### src/rtl/alu16.sv
// alu16: single-cycle registered 16-bit ALU with valid tag.
// Optional status flags are built only when ALU_FLAGS_EN is defined.
module alu16 #(
  parameter int WIDTH = 16
) (
  input  logic             clk,
  input  logic             reset,
  input  logic [WIDTH-1:0] A,
  input  logic [WIDTH-1:0] B,
  input  logic [2:0]       select,
  input  logic             in_valid,
  output logic [WIDTH-1:0] result,
  output logic             out_valid,
  output logic             zero,
  output logic             carry,
  output logic             overflow,
  output logic             negative
);

  localparam logic [2:0] OP_ADD = 3'b000;
  localparam logic [2:0] OP_SUB = 3'b001;
  localparam logic [2:0] OP_AND = 3'b010;
  localparam logic [2:0] OP_OR  = 3'b011;
  localparam logic [2:0] OP_XOR = 3'b100;
  localparam logic [2:0] OP_SHL = 3'b101;
  localparam logic [2:0] OP_SHR = 3'b110;
  localparam logic [2:0] OP_SLT = 3'b111;

  logic [WIDTH-1:0] alu_res;
  logic [WIDTH-1:0] result_q, result_d;
  logic             out_valid_q, out_valid_d;

  // Combinational operation result for the current opcode
  always_comb begin
    alu_res = '0;
    case (select)
      OP_ADD: alu_res = A + B;
      OP_SUB: alu_res = A - B;
      OP_AND: alu_res = A & B;
      OP_OR:  alu_res = A | B;
      OP_XOR: alu_res = A ^ B;
      OP_SHL: alu_res = A << B[3:0];
      OP_SHR: alu_res = A >> B[3:0];
      OP_SLT: alu_res[0] = $signed(A) < $signed(B);
      default: alu_res = '0;
    endcase
  end

  // Capture a new result on valid issue, otherwise hold
  always_comb begin
    result_d    = result_q;
    out_valid_d = in_valid;
    if (in_valid) begin
      result_d = alu_res;
    end
  end

  // Result and valid registers, synchronous reset
  always_ff @(posedge clk) begin
    if (reset) begin
      result_q    <= '0;
      out_valid_q <= 1'b0;
    end else begin
      result_q    <= result_d;
      out_valid_q <= out_valid_d;
    end
  end

  assign result    = result_q;
  assign out_valid = out_valid_q;

`ifdef ALU_FLAGS_EN
  logic zero_q, zero_d;
  logic carry_q, carry_d;
  logic ovf_q, ovf_d;
  logic neg_q, neg_d;
  logic sa, sb, sr;

  assign sa = A[WIDTH-1];
  assign sb = B[WIDTH-1];
  assign sr = alu_res[WIDTH-1];

  // Flag next-state: add carry is sum<A, sub carry is unsigned borrow
  always_comb begin
    zero_d  = zero_q;
    carry_d = carry_q;
    ovf_d   = ovf_q;
    neg_d   = neg_q;
    if (in_valid) begin
      zero_d  = (alu_res == '0);
      neg_d   = sr;
      carry_d = 1'b0;
      ovf_d   = 1'b0;
      if (select == OP_ADD) begin
        carry_d = (alu_res < A);
        ovf_d   = (sa == sb) && (sr != sa);
      end else if (select == OP_SUB) begin
        carry_d = (A < B);
        ovf_d   = (sa != sb) && (sr != sa);
      end
    end
  end

  // Flag registers, synchronous reset
  always_ff @(posedge clk) begin
    if (reset) begin
      zero_q  <= 1'b0;
      carry_q <= 1'b0;
      ovf_q   <= 1'b0;
      neg_q   <= 1'b0;
    end else begin
      zero_q  <= zero_d;
      carry_q <= carry_d;
      ovf_q   <= ovf_d;
      neg_q   <= neg_d;
    end
  end

  assign zero     = zero_q;
  assign carry    = carry_q;
  assign overflow = ovf_q;
  assign negative = neg_q;
`else
  assign zero     = 1'b0;
  assign carry    = 1'b0;
  assign overflow = 1'b0;
  assign negative = 1'b0;
`endif

endmodule

### config.mk
export PLATFORM = sky130hd
export DESIGN_NAME = alu16
export DESIGN_NICKNAME = d
export VERILOG_FILES = /design/src/rtl/alu16.sv
export SDC_FILE = /design/constraint.sdc
export NUM_CORES = 1
export LEC_CHECK = 0
export CORE_ASPECT_RATIO = 1.1
export CORE_MARGIN = 2
export CORE_UTILIZATION = 39
export CTS_CLUSTER_SIZE = 10
export DETAILED_ROUTE_END_ITERATION = 12
export DONT_BUFFER_PORTS = 1
export PLACE_DENSITY_LB_ADDON = 0.1
export SYNTH_ARGS = -nofsm -noshare
export SYNTH_HDL_FRONTEND = slang
export SYNTH_SLANG_ARGS = --single-unit
### constraint.sdc
create_clock -name clk -period 3 [get_ports clk]
set_clock_uncertainty 0.05 [all_clocks]
set_input_delay 0.45 -clock clk [delete_from_list [all_inputs] [get_ports clk]]
set_output_delay 0.45 -clock clk [all_outputs]
set_load 0.02 [all_outputs]
# Word level (Yosys, flattened, before mapping)

Index checks and enable logic that the tools add are counted.

Bits in registers: 17
Input port bits: 38
Word-level logic and storage cells: 20
Output and inout port bits: 21

$add $sub $neg: 2
Reductions and logical operators: 1
$lt $le $gt $ge: 1
Shifts and indexed selects: 2
Bitwise operators: 3
Equal/unequal tests: 7
Multiplexer cells: 2

Operators by type and width:

| kind                                                             | count |
|---|---|
| 15-bit case mux with 7 select lines                              | 1 |
| 16-bit adder                                                     | 1 |
| 16-bit AND                                                       | 1 |
| 16-bit less-than comparator                                      | 1 |
| 16-bit OR                                                        | 1 |
| 16-bit by 4-bit << shifter with 16-bit output                    | 1 |
| 16-bit by 4-bit >> shifter with 16-bit output                    | 1 |
| 16-bit subtractor                                                | 1 |
| 16-bit bitwise XOR                                               | 1 |
| 3-bit == test (second input constant)                            | 4 |
| 1-bit case mux with 8 select lines                               | 1 |
| 3-bit by 2-bit == test with 1-bit output (second input constant) | 2 |
| 3-bit by 1-bit == test with 1-bit output (second input constant) | 1 |
| 3-bit zero test                                                  | 1 |

# Longest topological paths before layout

Gate-level depths: netlist (run 1).

Word-level depth: 2
Mapped depth: 12
Gate-level depth less buffers: 11

# Worst setup path after synthesis (run 1)

No wires, ideal clock.

Path kind: in2reg
From: input port B[2]
To: register result_q[15], in the netlist result[15]
Arrival: 2798 ps
Path buffers: 2
Library setup time: 128 ps
Slack: 25 ps
Stages: 12
Data required time: 2822 ps
Cells stage by stage: inv_1 -> buf_1 -> ha_1 -> buf_4 -> o21ai_1 -> nor2_1 -> a2111o_1 -> a41o_1 -> a31oi_1 -> xnor2_1 -> a221oi_2 -> a21oi_1

Cells in the longest elaborated chain, start to end: 2
Elaborated cells between the ends (all ways): 5
Those cells by class: add/sub: 2; shift: 2; mux: 1

Ends and longest elaborated chain:

| element                                   | line | source |
|---|---|---|
| start, declared                           | 9    | `input logic [WIDTH-1:0] B,` |
| 16-bit subtractor (tied with other cells) | 38   | `OP_SUB: alu_res = A - B;` |
| 15-bit case mux with 7 select lines *     | 36   | `case (select)` |
| end signal, assigned                      | 64   | `result_q <= result_d;` |
| end, declared                             | 30   | `logic [WIDTH-1:0] result_q, result_d;` |

Mark *: on every way between the ends. The rest lies on a longest branch, timed or not.
A chain may end at the register's enable or synchronous reset.

# Worst setup path in the final report (run 1)

From: input port B[2]
To: register result_q[7], in the netlist result[7]

The elaborated chain is that of the path after synthesis.

==> qor.yml, run 1 <==
cells_and_area:
  diodes: 0
  nNetsFinal: 694
  stdcell_area_mm2: 0.00461
  final_layout_size_suffix_gt1_frac: 0.102
  syn2layout_area_growth_pct: 7.49
  n_fill_cell: 1181
worst_setup_path:
  rr_endpoint: "result[13]"
  cp.arrival_ns: 2.85
  end_kind: "flop"
  critPathLaunchType: "input pin"
  worstPathMaxFanout: 42
  rrSetupSlack_ns: 1.06
  crit_required_ns: 3.07
  r2r_start: "result[13]"
  crit_type: "in -> reg"
  reg2reg_depth: 7
placed_design:
  numPortBuffers: 0
  gp_congestion: 0.925
  dpl_cell_area_mm2: 0.00454
  dp_slack_ns: -0.0113
  dp_hpwl_um: 12500
synthesis:
  syn-cell-area_mm2: 0.00429
  syn_area_per_cell_um2: 7.15
  ys.flop_type: "dfxtp_1"
  synth-seq-cells: 17
  synth-simple-area-share: 0.206
  netlist-cell-type-count: 71
  synth_fa_ha_area_frac: 0.175
  ys_warn_count: 0
  ys_seq_area_frac: 0.0793
  synth_xor_area_frac: 0.0163
  synth-edff-count: 0
  synth_top_family_by_area: "compound AO/OA/AOI/OAI gates"
  synthMuxAreaShare: 0.0988
  async_flop_share: 0
  syn_inst: 600
  synth-compound-area-share: 0.336
route:
  avgRoutedWirePerCell_um: 21.4
  drt-pass1-iter-count: 5
  first_iter_violations: 492
  route.detailed.drc: 0
  num_vias: 4663
  viasPerCell: 6.28
  antenna_left: 0
  finalWirelength_um: 15900
clocking:
  post-cts-setup-buffers: 0
  htree_levels: 1
  cts_tree: "yes"
  cts_resized: 0
  clock_path_buffers: 2
  clkLatencyLatePin_ns: 0.25
  cts-hold-fix-buffers: 0
  cts_root_buf: "clkbuf_16"
  numCtsBuffers: 3
  cts.sinks: 17
  clkTransAtPathRegs_ns: 0.05
global_routing:
  grt_usage: 0.265
  grt.overflow.total: 0
  antenna_found_initial: 0
  grt_pass1_vias: 4387
  grt_first_pass_wirelength_um: 24900
  grt_max_degree: 43
timing:
  maxSlewViolCount: 0
  whs_ns: 0.216
  max_freq_ghz: 0.359
  min_period_ns: 2.78
  tightest_slew_ns: 0.993
  setup_ws_ns: 0.217
  max_slew_margin: 0.336
  rsz0062_at_grt: "no"
  hold_viol: 0
  fin_tns_setup_ns: 0
  setup_viol: 0
  fin_crit_sh: 0.928
floorplanning:
  die-area_mm2: 0.0119
  chipWidth_um: 104
  initial_core_util: 0.397
  io_pins: 59
  die_h_um: 114
  coreArea_mm2: 0.0108
  rows: 40
worst_hold_path:
  min_from: "reset"
  whs_path_depth: 1
  hold_end: "result[1]"
  min_path_type: "in -> reg"
power_and_ir_drop:
  powerDensity_mw_per_mm2: 270
  max-vdd-ir-drop_mv: 0.243
  power.leakage_nw: 2.00
run:
  drv_cap: 0
outcome:
  status: "finished, final reports clean"
[through the flow]
step | power [mW] | utilization | std cells
floorplan | 0.794 | - | 603
global placement | 0.970 | 0.420 | 739
detailed placement | 0.967 | 0.420 | 739
CTS | 1.23 | 0.427 | 743
global route | 1.32 | 0.427 | 743
finish | 1.25 | 0.427 | 743
[where the power goes]
part	leakage [nW]	internal (mW)	switching, mW	total [mW]
combinational	1.83	0.300	0.406	0.706
clock	0.0382	0.180	0.0839	0.264
sequential	0.139	0.244	0.0322	0.277
[cells by family after synthesis]
kind of cell               Yosys count
AOI/OAI and AO/OA                  203
DFF                                 17
adders and majority gates           59
xor gates and xnor gates             8
buffers and inverters               89
and+or+nand+nor                    190
other                                1
muxes                               33
[cells in the final DEF (no fill, tap or decap), types with 5 or more instances in the layout]
cell type  count
nand2_1       39
o21bai_1       8
a22oi_1       10
nor3_1        20
a21o_1         9
o31ai_1        7
nor2b_1        8
a31oi_1        6
a21oi_1       42
nand3_1       10
o21ai_0       34
a211oi_1      14
buf_4         34
nor2_1        72
xnor2_1        7
o221ai_1      13
dfxtp_1       17
o22ai_1        7
inv_1         43
ha_1          57
mux4_2         7
nand2b_1      19
mux2_2         5
mux2i_1       21
[routing by layer]
metal,wire (um),GRT usage,up-vias
met3,1370,0.0423,39
met5,0,0,-
met1,6670,0.348,2143
met2,7310,0.448,282
li1,-,-,2199
met4,523,0.0847,0
[registers in the layout, indices dropped and copies added, names as in the netlist]
| register | flops |
|---|---|
| out_valid | 1 |
| result | 16 |
[layout make-up]
cell class	instances	area (um^2)	area share
multi-input combinational	497	3590	0.778
sequential	17	340	0.0738
inverter	44	165	0.0358
tap	147	184	0.0399
timing repair buffer	34	255	0.0553
clock buffer	4	78.8	0.0171
[Yosys cell counts, types with 8 or more instances]
| library cell | n | area (um^2) |
|---|---|---|
| a211oi_1 | 14 | 105 |
| a21o_1 | 9 | 67.6 |
| a21oi_1 | 42 | 210 |
| a22oi_1 | 10 | 75.1 |
| buf_2 | 10 | 50.1 |
| clkbuf_1 | 24 | 90.1 |
| dfxtp_1 | 17 | 340 |
| ha_1 | 57 | 713 |
| inv_1 | 43 | 161 |
| mux2i_1 | 21 | 210 |
| nand2_1 | 39 | 146 |
| nand2b_1 | 19 | 119 |
| nand3_1 | 10 | 50.1 |
| nor2_1 | 72 | 270 |
| nor2b_1 | 8 | 50.1 |
| nor3_1 | 20 | 100 |
| o21ai_0 | 34 | 170 |
| o21bai_1 | 8 | 60.1 |
| o221ai_1 | 13 | 114 |
[worst max-delay path by stage]
stage,startpoint,to,slack [ns]
2_1_floorplan,B[2],result[15],0.02
3_3_place_gp,A[0],result[12],0.03
3_5_place_dp,A[0],result[12],-0.01
4_1_cts,A[0],result[12],0.23
5_1_grt,A[0],result[12],0.04
6_report,B[2],result[7],0.22
[critical path, stage by stage]
cell	delay, ns
inv_1	0.05
buf_4	0.23
ha_1	0.29
a21oi_1	0.09
o21ai_0	0.32
a21o_1	0.17
a21oi_1	0.10
a221o_1	0.36
a2111oi_0	0.51
buf_4	0.21
o21ai_0	0.06
No activity file was read; power rests on OpenSTA's default activity.
==> run 2: changes to the inputs <==
--- a/config.mk
+++ b/config.mk
@@ -8,7 +8,6 @@
 export CORE_ASPECT_RATIO = 1.1
 export CORE_MARGIN = 2
 export CORE_UTILIZATION = 39
-export CTS_CLUSTER_SIZE = 10
 export DETAILED_ROUTE_END_ITERATION = 12
 export DONT_BUFFER_PORTS = 1
 export PLACE_DENSITY_LB_ADDON = 0.1
==> constraint.sdc (replaced) <==
create_clock -name clk -period 2.7 [get_ports clk]
set_clock_uncertainty 0.05 [all_clocks]
set_input_delay 0.405 -clock clk [delete_from_list [all_inputs] [get_ports clk]]
set_output_delay 0.405 -clock clk [all_outputs]
set_load 0.02 [all_outputs]
==> qor.yml, run 2 (synthesis results as in run 1) <==
floorplanning:
  initial_core_util: 0.397  # unchanged
  chipWidth_um: 104  # unchanged
  die_h_um: 114  # unchanged
  die-area_mm2: 0.0119  # unchanged
  coreArea_mm2: 0.0108  # unchanged
  io_pins: 59  # unchanged
  rows: 40  # unchanged
outcome:
  status: "finished, final reports clean"
timing:
  min_period_ns: 2.61
  maxSlewViolCount: 0  # unchanged
  setup_viol: 0  # unchanged
  max_freq_ghz: 0.384
  fin_crit_sh: 0.966
  rsz0062_at_grt: "yes"
  hold_viol: 0  # unchanged
  fin_tns_setup_ns: 0  # unchanged
  tightest_slew_ns: 0.704  # -0.290 ns
  max_slew_margin: 0.528  # +0.192
clocking:
  clock_path_buffers: 2  # unchanged
  post-cts-setup-buffers: 0  # unchanged
  clkLatencyLatePin_ns: 0.25  # about the same
  clkTransAtPathRegs_ns: 0.05  # about the same
  numCtsBuffers: 3  # unchanged
  htree_levels: 1  # unchanged
  cts.sinks: 17  # unchanged
  cts-hold-fix-buffers: 0  # unchanged
  cts_tree: "yes"
  cts_root_buf: "clkbuf_16"
route:
  finalWirelength_um: 16500  # +3.9%
  first_iter_violations: 423  # -14%
  antenna_left: 0  # unchanged
  avgRoutedWirePerCell_um: 21.5  # +0.56%
  num_vias: 4758  # +2.0%
  route.detailed.drc: 0  # unchanged
  drt-pass1-iter-count: 5  # unchanged
  viasPerCell: 6.20  # -1.3%
cells_and_area:
  syn2layout_area_growth_pct: 13.1
  diodes: 0  # unchanged
  final_common_cell: "nor2_1"
  final_layout_size_suffix_gt1_frac: 0.153  # +0.0506
  finish.utilization: 0.449  # +0.0221
  largest_register_ffs: 16  # unchanged
  nNetsFinal: 719  # +3.6%
  mostFrequentLayoutCells: "nor2_1 (72), buf_4 (59), ha_1 (56)"
placed_design:
  dp_hpwl_um: 13000  # +4.2%
  gp_congestion: 0.972  # +5.2%
  numPortBuffers: 0  # unchanged
global_routing:
  grt.overflow.total: 0  # unchanged
  grt_usage: 0.273  # +0.00787
  grt_max_degree: 43  # unchanged
  antenna_found_initial: 0  # unchanged
  grt_first_pass_wirelength_um: 25500  # +2.3%
  grt_pass1_vias: 4582  # +4.4%
worst_setup_path:
  crit_start: "A[0]"
  crit_type: "in -> reg"
  path_cells: "inv_1 -> ha_2 -> fa_2 -> nor2_2 -> o311a_1 -> o211ai_2 -> o31ai_2 -> buf_4 -> o31ai_4 -> mux2i_1 -> a2111oi_2 -> a32oi_1"
  crit_path_max_incr_delay_ns: 0.34  # -0.17 ns
  slowest_stage: "o31ai_4"
  worstPathMaxFanout: 4  # -90%
  crit_required_ns: 2.77  # -0.30 ns
  critPathLaunchType: "input pin"
  r2r_start: "result[13]"
  end_kind: "flop"
  cp.arrival_ns: 2.67  # -0.18 ns
power_and_ir_drop:
  max-vdd-ir-drop_mv: 0.308  # +27%
  powerDensity_mw_per_mm2: 297  # +10%
  power.leakage_nw: 2.13  # +6.5%
worst_hold_path:
  min_path_type: "in -> reg"
  min_from: "reset"
run:
  drv_cap: 0  # unchanged
[run 2: stage by stage]
stage / hold slack, ns / power [mW] / instances / setup slack [ns] / area (um^2)
after floorplan: 0.424 / 0.885 / 603 / 0.00986 / 4320
after global placement: 0.425 / 1.11 / 764 / -0.171 / 4730
after detailed placement: 0.428 / 1.12 / 764 / -0.324 / 4730
after CTS: 0.170 / 1.41 / 768 / 0.0357 / 4810
after global routing: 0.161 / 1.54 / 768 / -0.0210 / 4850
final: 0.171 / 1.44 / 768 / 0.0931 / 4850
[run 2: metal layers]
layer	GRT usage	vias to the layer above	wire, um
met5	0	-	0
met4	0.100	0	569
met3	0.0349	35	1250
met2	0.460	232	7640
met1	0.360	2251	7040
li1	-	2240	-
[run 2: worst paths after layout]
path,cells past startpoint,slack (ns),end
worst max-delay path,12,0.09,result[14]
worst min register to register,2,0.51,result[7]
worst max register to register,7,0.78,result[13]
worst min-delay path,1,0.17,result[1]
[run 2: critical path: cells and delay by family]
kind | cells | cell delay [ns]
multiplexers | 1 | 0.14
buffers and inverters | 2 | 0.20
AND/OR/NAND/NOR | 1 | 0.05
AO/OA/AOI/OAI | 6 | 1.40
adder cells (fa/ha/maj) | 2 | 0.46
[run 2: final cells by class]
class / count / area [um^2]
fillers: 1160 / 5960
multi-input cells: 497 / 3640
repair buffers: 59 / 443
flip-flops and latches: 17 / 340
well taps: 147 / 184
inverters: 44 / 165
clock buffers: 4 / 78.8
[run 2: power by group]
group          internal, mW  switching [mW]
logic                 0.372           0.472
registers             0.272          0.0364
clock network         0.200          0.0906
total                 0.844           0.599
[run 2: repair_timing]
action,in CTS,in global routing
hold endpoints to repair,0,0
resized for setup,1,11
pin swaps,0,4
endpoints found under the setup margin,2,7
==> run 3: changes to the inputs <==
--- a/config.mk
+++ b/config.mk
@@ -7,10 +7,11 @@
 export LEC_CHECK = 0
 export CORE_ASPECT_RATIO = 1.1
 export CORE_MARGIN = 2
-export CORE_UTILIZATION = 39
+export CORE_UTILIZATION = 50
 export DETAILED_ROUTE_END_ITERATION = 12
 export DONT_BUFFER_PORTS = 1
 export PLACE_DENSITY_LB_ADDON = 0.1
+export REMOVE_ABC_BUFFERS = 1
 export SYNTH_ARGS = -nofsm -noshare
 export SYNTH_HDL_FRONTEND = slang
 export SYNTH_SLANG_ARGS = --single-unit
==> qor.yml, run 3 (synthesis results as in run 1) <==
outcome:
  status: "finished, final reports clean"
clocking:
  cts.sinks: 17  # unchanged
  clock_path_buffers: 2  # unchanged
  post-cts-setup-buffers: 0  # unchanged
  clkLatencyLatePin_ns: 0.25  # about the same
  cts_root_buf: "clkbuf_8"
  numCtsBuffers: 3  # unchanged
  cts-hold-fix-buffers: 0  # unchanged
  cts_tree: "yes"
  htree_levels: 1  # unchanged
  clkTransAtPathRegs_ns: 0.07  # +0.02 ns
placed_design:
  dp_hpwl_um: 12400  # -4.5%
  dp_slack_ns: -0.324  # +0.000430 ns
  numPortBuffers: 0  # unchanged
  dp.cells: 726  # -5.0%
  gp_congestion: 0.996  # +2.4%
power_and_ir_drop:
  total_power_mw: 1.33  # -7.8%
  power.leakage_nw: 2.10  # -1.5%
  powerDensity_mw_per_mm2: 279  # -6.1%
  max-vdd-ir-drop_mv: 0.125  # -59%
worst_setup_path:
  critPathLaunchType: "input pin"
  slowest_stage: "fa_1"
  crit_path_max_incr_delay_ns: 0.42  # +0.08 ns
  path_common_cell: "buf_4"
  end_kind: "flop"
  path_cells: "ha_1 -> fa_1 -> a211oi_1 -> buf_4 -> o21ai_1 -> buf_4 -> nand3_1 -> and3_1 -> nor3_2 -> a221o_1 -> a21oi_1 -> o21ai_0"
  cp.arrival_ns: 2.72  # +0.05 ns
  crit_required_ns: 2.78  # about the same
  worstPathMaxFanout: 4  # unchanged
  crit_type: "in -> reg"
timing:
  max_freq_ghz: 0.378  # -1.5%
  setup_ws_ns: 0.0542  # -0.0389 ns
  fin_tns_setup_ns: 0  # unchanged
  hold_viol: 0  # unchanged
  max_slew_margin: 0.638  # +0.110
  maxSlewViolCount: 0  # unchanged
  setup_viol: 0  # unchanged
  min_period_ns: 2.65  # +0.0389 ns
  rsz0062_at_grt: "yes"
  fin_crit_sh: 0.980  # +0.0144
  tightest_slew_ns: 0.529  # -0.174 ns
floorplanning:
  io_pins: 59  # unchanged
  rows: 35  # -13%
  die_h_um: 101  # -11%
  initial_core_util: 0.513  # +0.116
  chipWidth_um: 92.3  # -11%
  die-area_mm2: 0.00934  # -21%
  coreArea_mm2: 0.00836  # -23%
route:
  first_iter_violations: 444  # +5.0%
  drt-pass1-iter-count: 5  # unchanged
  route.detailed.drc: 0  # unchanged
  viasPerCell: 6.52  # +5.2%
  finalWirelength_um: 16000  # -3.2%
  antenna_left: 0  # unchanged
  avgRoutedWirePerCell_um: 21.9  # +1.9%
  num_vias: 4757  # -0.021%
cells_and_area:
  diodes: 0  # unchanged
  n_fill_cell: 858  # -26%
  mostFrequentLayoutCells: "nor2_1 (72), buf_4 (56), ha_1 (54)"
  multi_input_area_mm2: 0.00364  # about the same
  final_layout_size_suffix_gt1_frac: 0.150  # -0.00274
  seqCellArea_um2: 340  # unchanged
  finish.utilization: 0.570  # +0.121
  largest_register_ffs: 16  # unchanged
  final_common_cell: "nor2_1"
  final_cell_count_no_fill: 730  # -4.9%
  nNetsFinal: 717  # -0.28%
  syn2layout_area_growth_pct: 11.0
global_routing:
  grt.overflow.total: 0  # unchanged
  grt_first_pass_wirelength_um: 24600  # -3.4%
  grt_usage: 0.337  # +0.0634
  grt_max_degree: 43  # unchanged
  grt_pass1_vias: 4512  # -1.5%
  antenna_found_initial: 0  # unchanged
worst_hold_path:
  min_path_type: "in -> reg"
run:
  drv_cap: 0  # unchanged
[run 3: cell types whose count changed in the layout (fill, tap and decap cells not counted), moves of 2 or more]
cell / before / now
buf_4: 59 / 56
clkbuf_16: 3 / 0
clkbuf_8: 0 / 3
ha_1: 56 / 54
ha_4: 0 / 2
[run 3: critical path: cells and delay by family]
family	cells	cell delay, ns
compound gates	5	1.07
fa+ha+maj	2	0.62
buf+inv	2	0.31
simple gates	3	0.30
[run 3: repair_timing]
item / 4_1_cts / 5_1_grt
endpoints found under the hold margin: 0 / 0
endpoints found under the setup margin: 1 / 5
resized for setup: 1 / 13
pin swaps: 0 / 7
[run 3: where the power goes]
| part | switching [mW] | internal (mW) |
|---|---|---|
| sequential | 0.0359 | 0.271 |
| combinational | 0.465 | 0.371 |
| clock | 0.0845 | 0.105 |
[run 3: layout make-up]
type,instances,share of cell area
Multi-Input combinational cell,497,0.765
Timing Repair Buffer,57,0.0906
Sequential cell,17,0.0714
Inverter,44,0.0347
Tap cell,111,0.0291
Clock buffer,4,0.00945
[run 3: path summary, 6_finish.rpt]
path | to | cells past startpoint | from | slack, ns
setup / recovery | result[12] | 12 | A[0] | 0.05
hold / removal | result[3] | 1 | reset | 0.17
hold reg to reg | result[7] | 2 | result[7] | 0.50
setup reg to reg | result[13] | 7 | result[13] | 0.73
[run 3: per-layer routing]
| metal | GRT usage | routed length [um] | vias up |
|---|---|---|---|
| met4 | 0.114 | 433 | 0 |
| li1 | - | - | 2234 |
| met5 | 0 | 0 | - |
| met1 | 0.449 | 6750 | 2264 |
| met3 | 0.0565 | 1390 | 30 |
| met2 | 0.555 | 7400 | 229 |
[run 3: stage by stage]
step,hold WS [ns],instance area (um^2)
2_1_floorplan,0.424,4100
3_3_place_gp,0.426,4660
3_5_place_dp,0.427,4660
4_1_cts,0.163,4710
5_1_grt,0.160,4770
6_report,0.166,4770
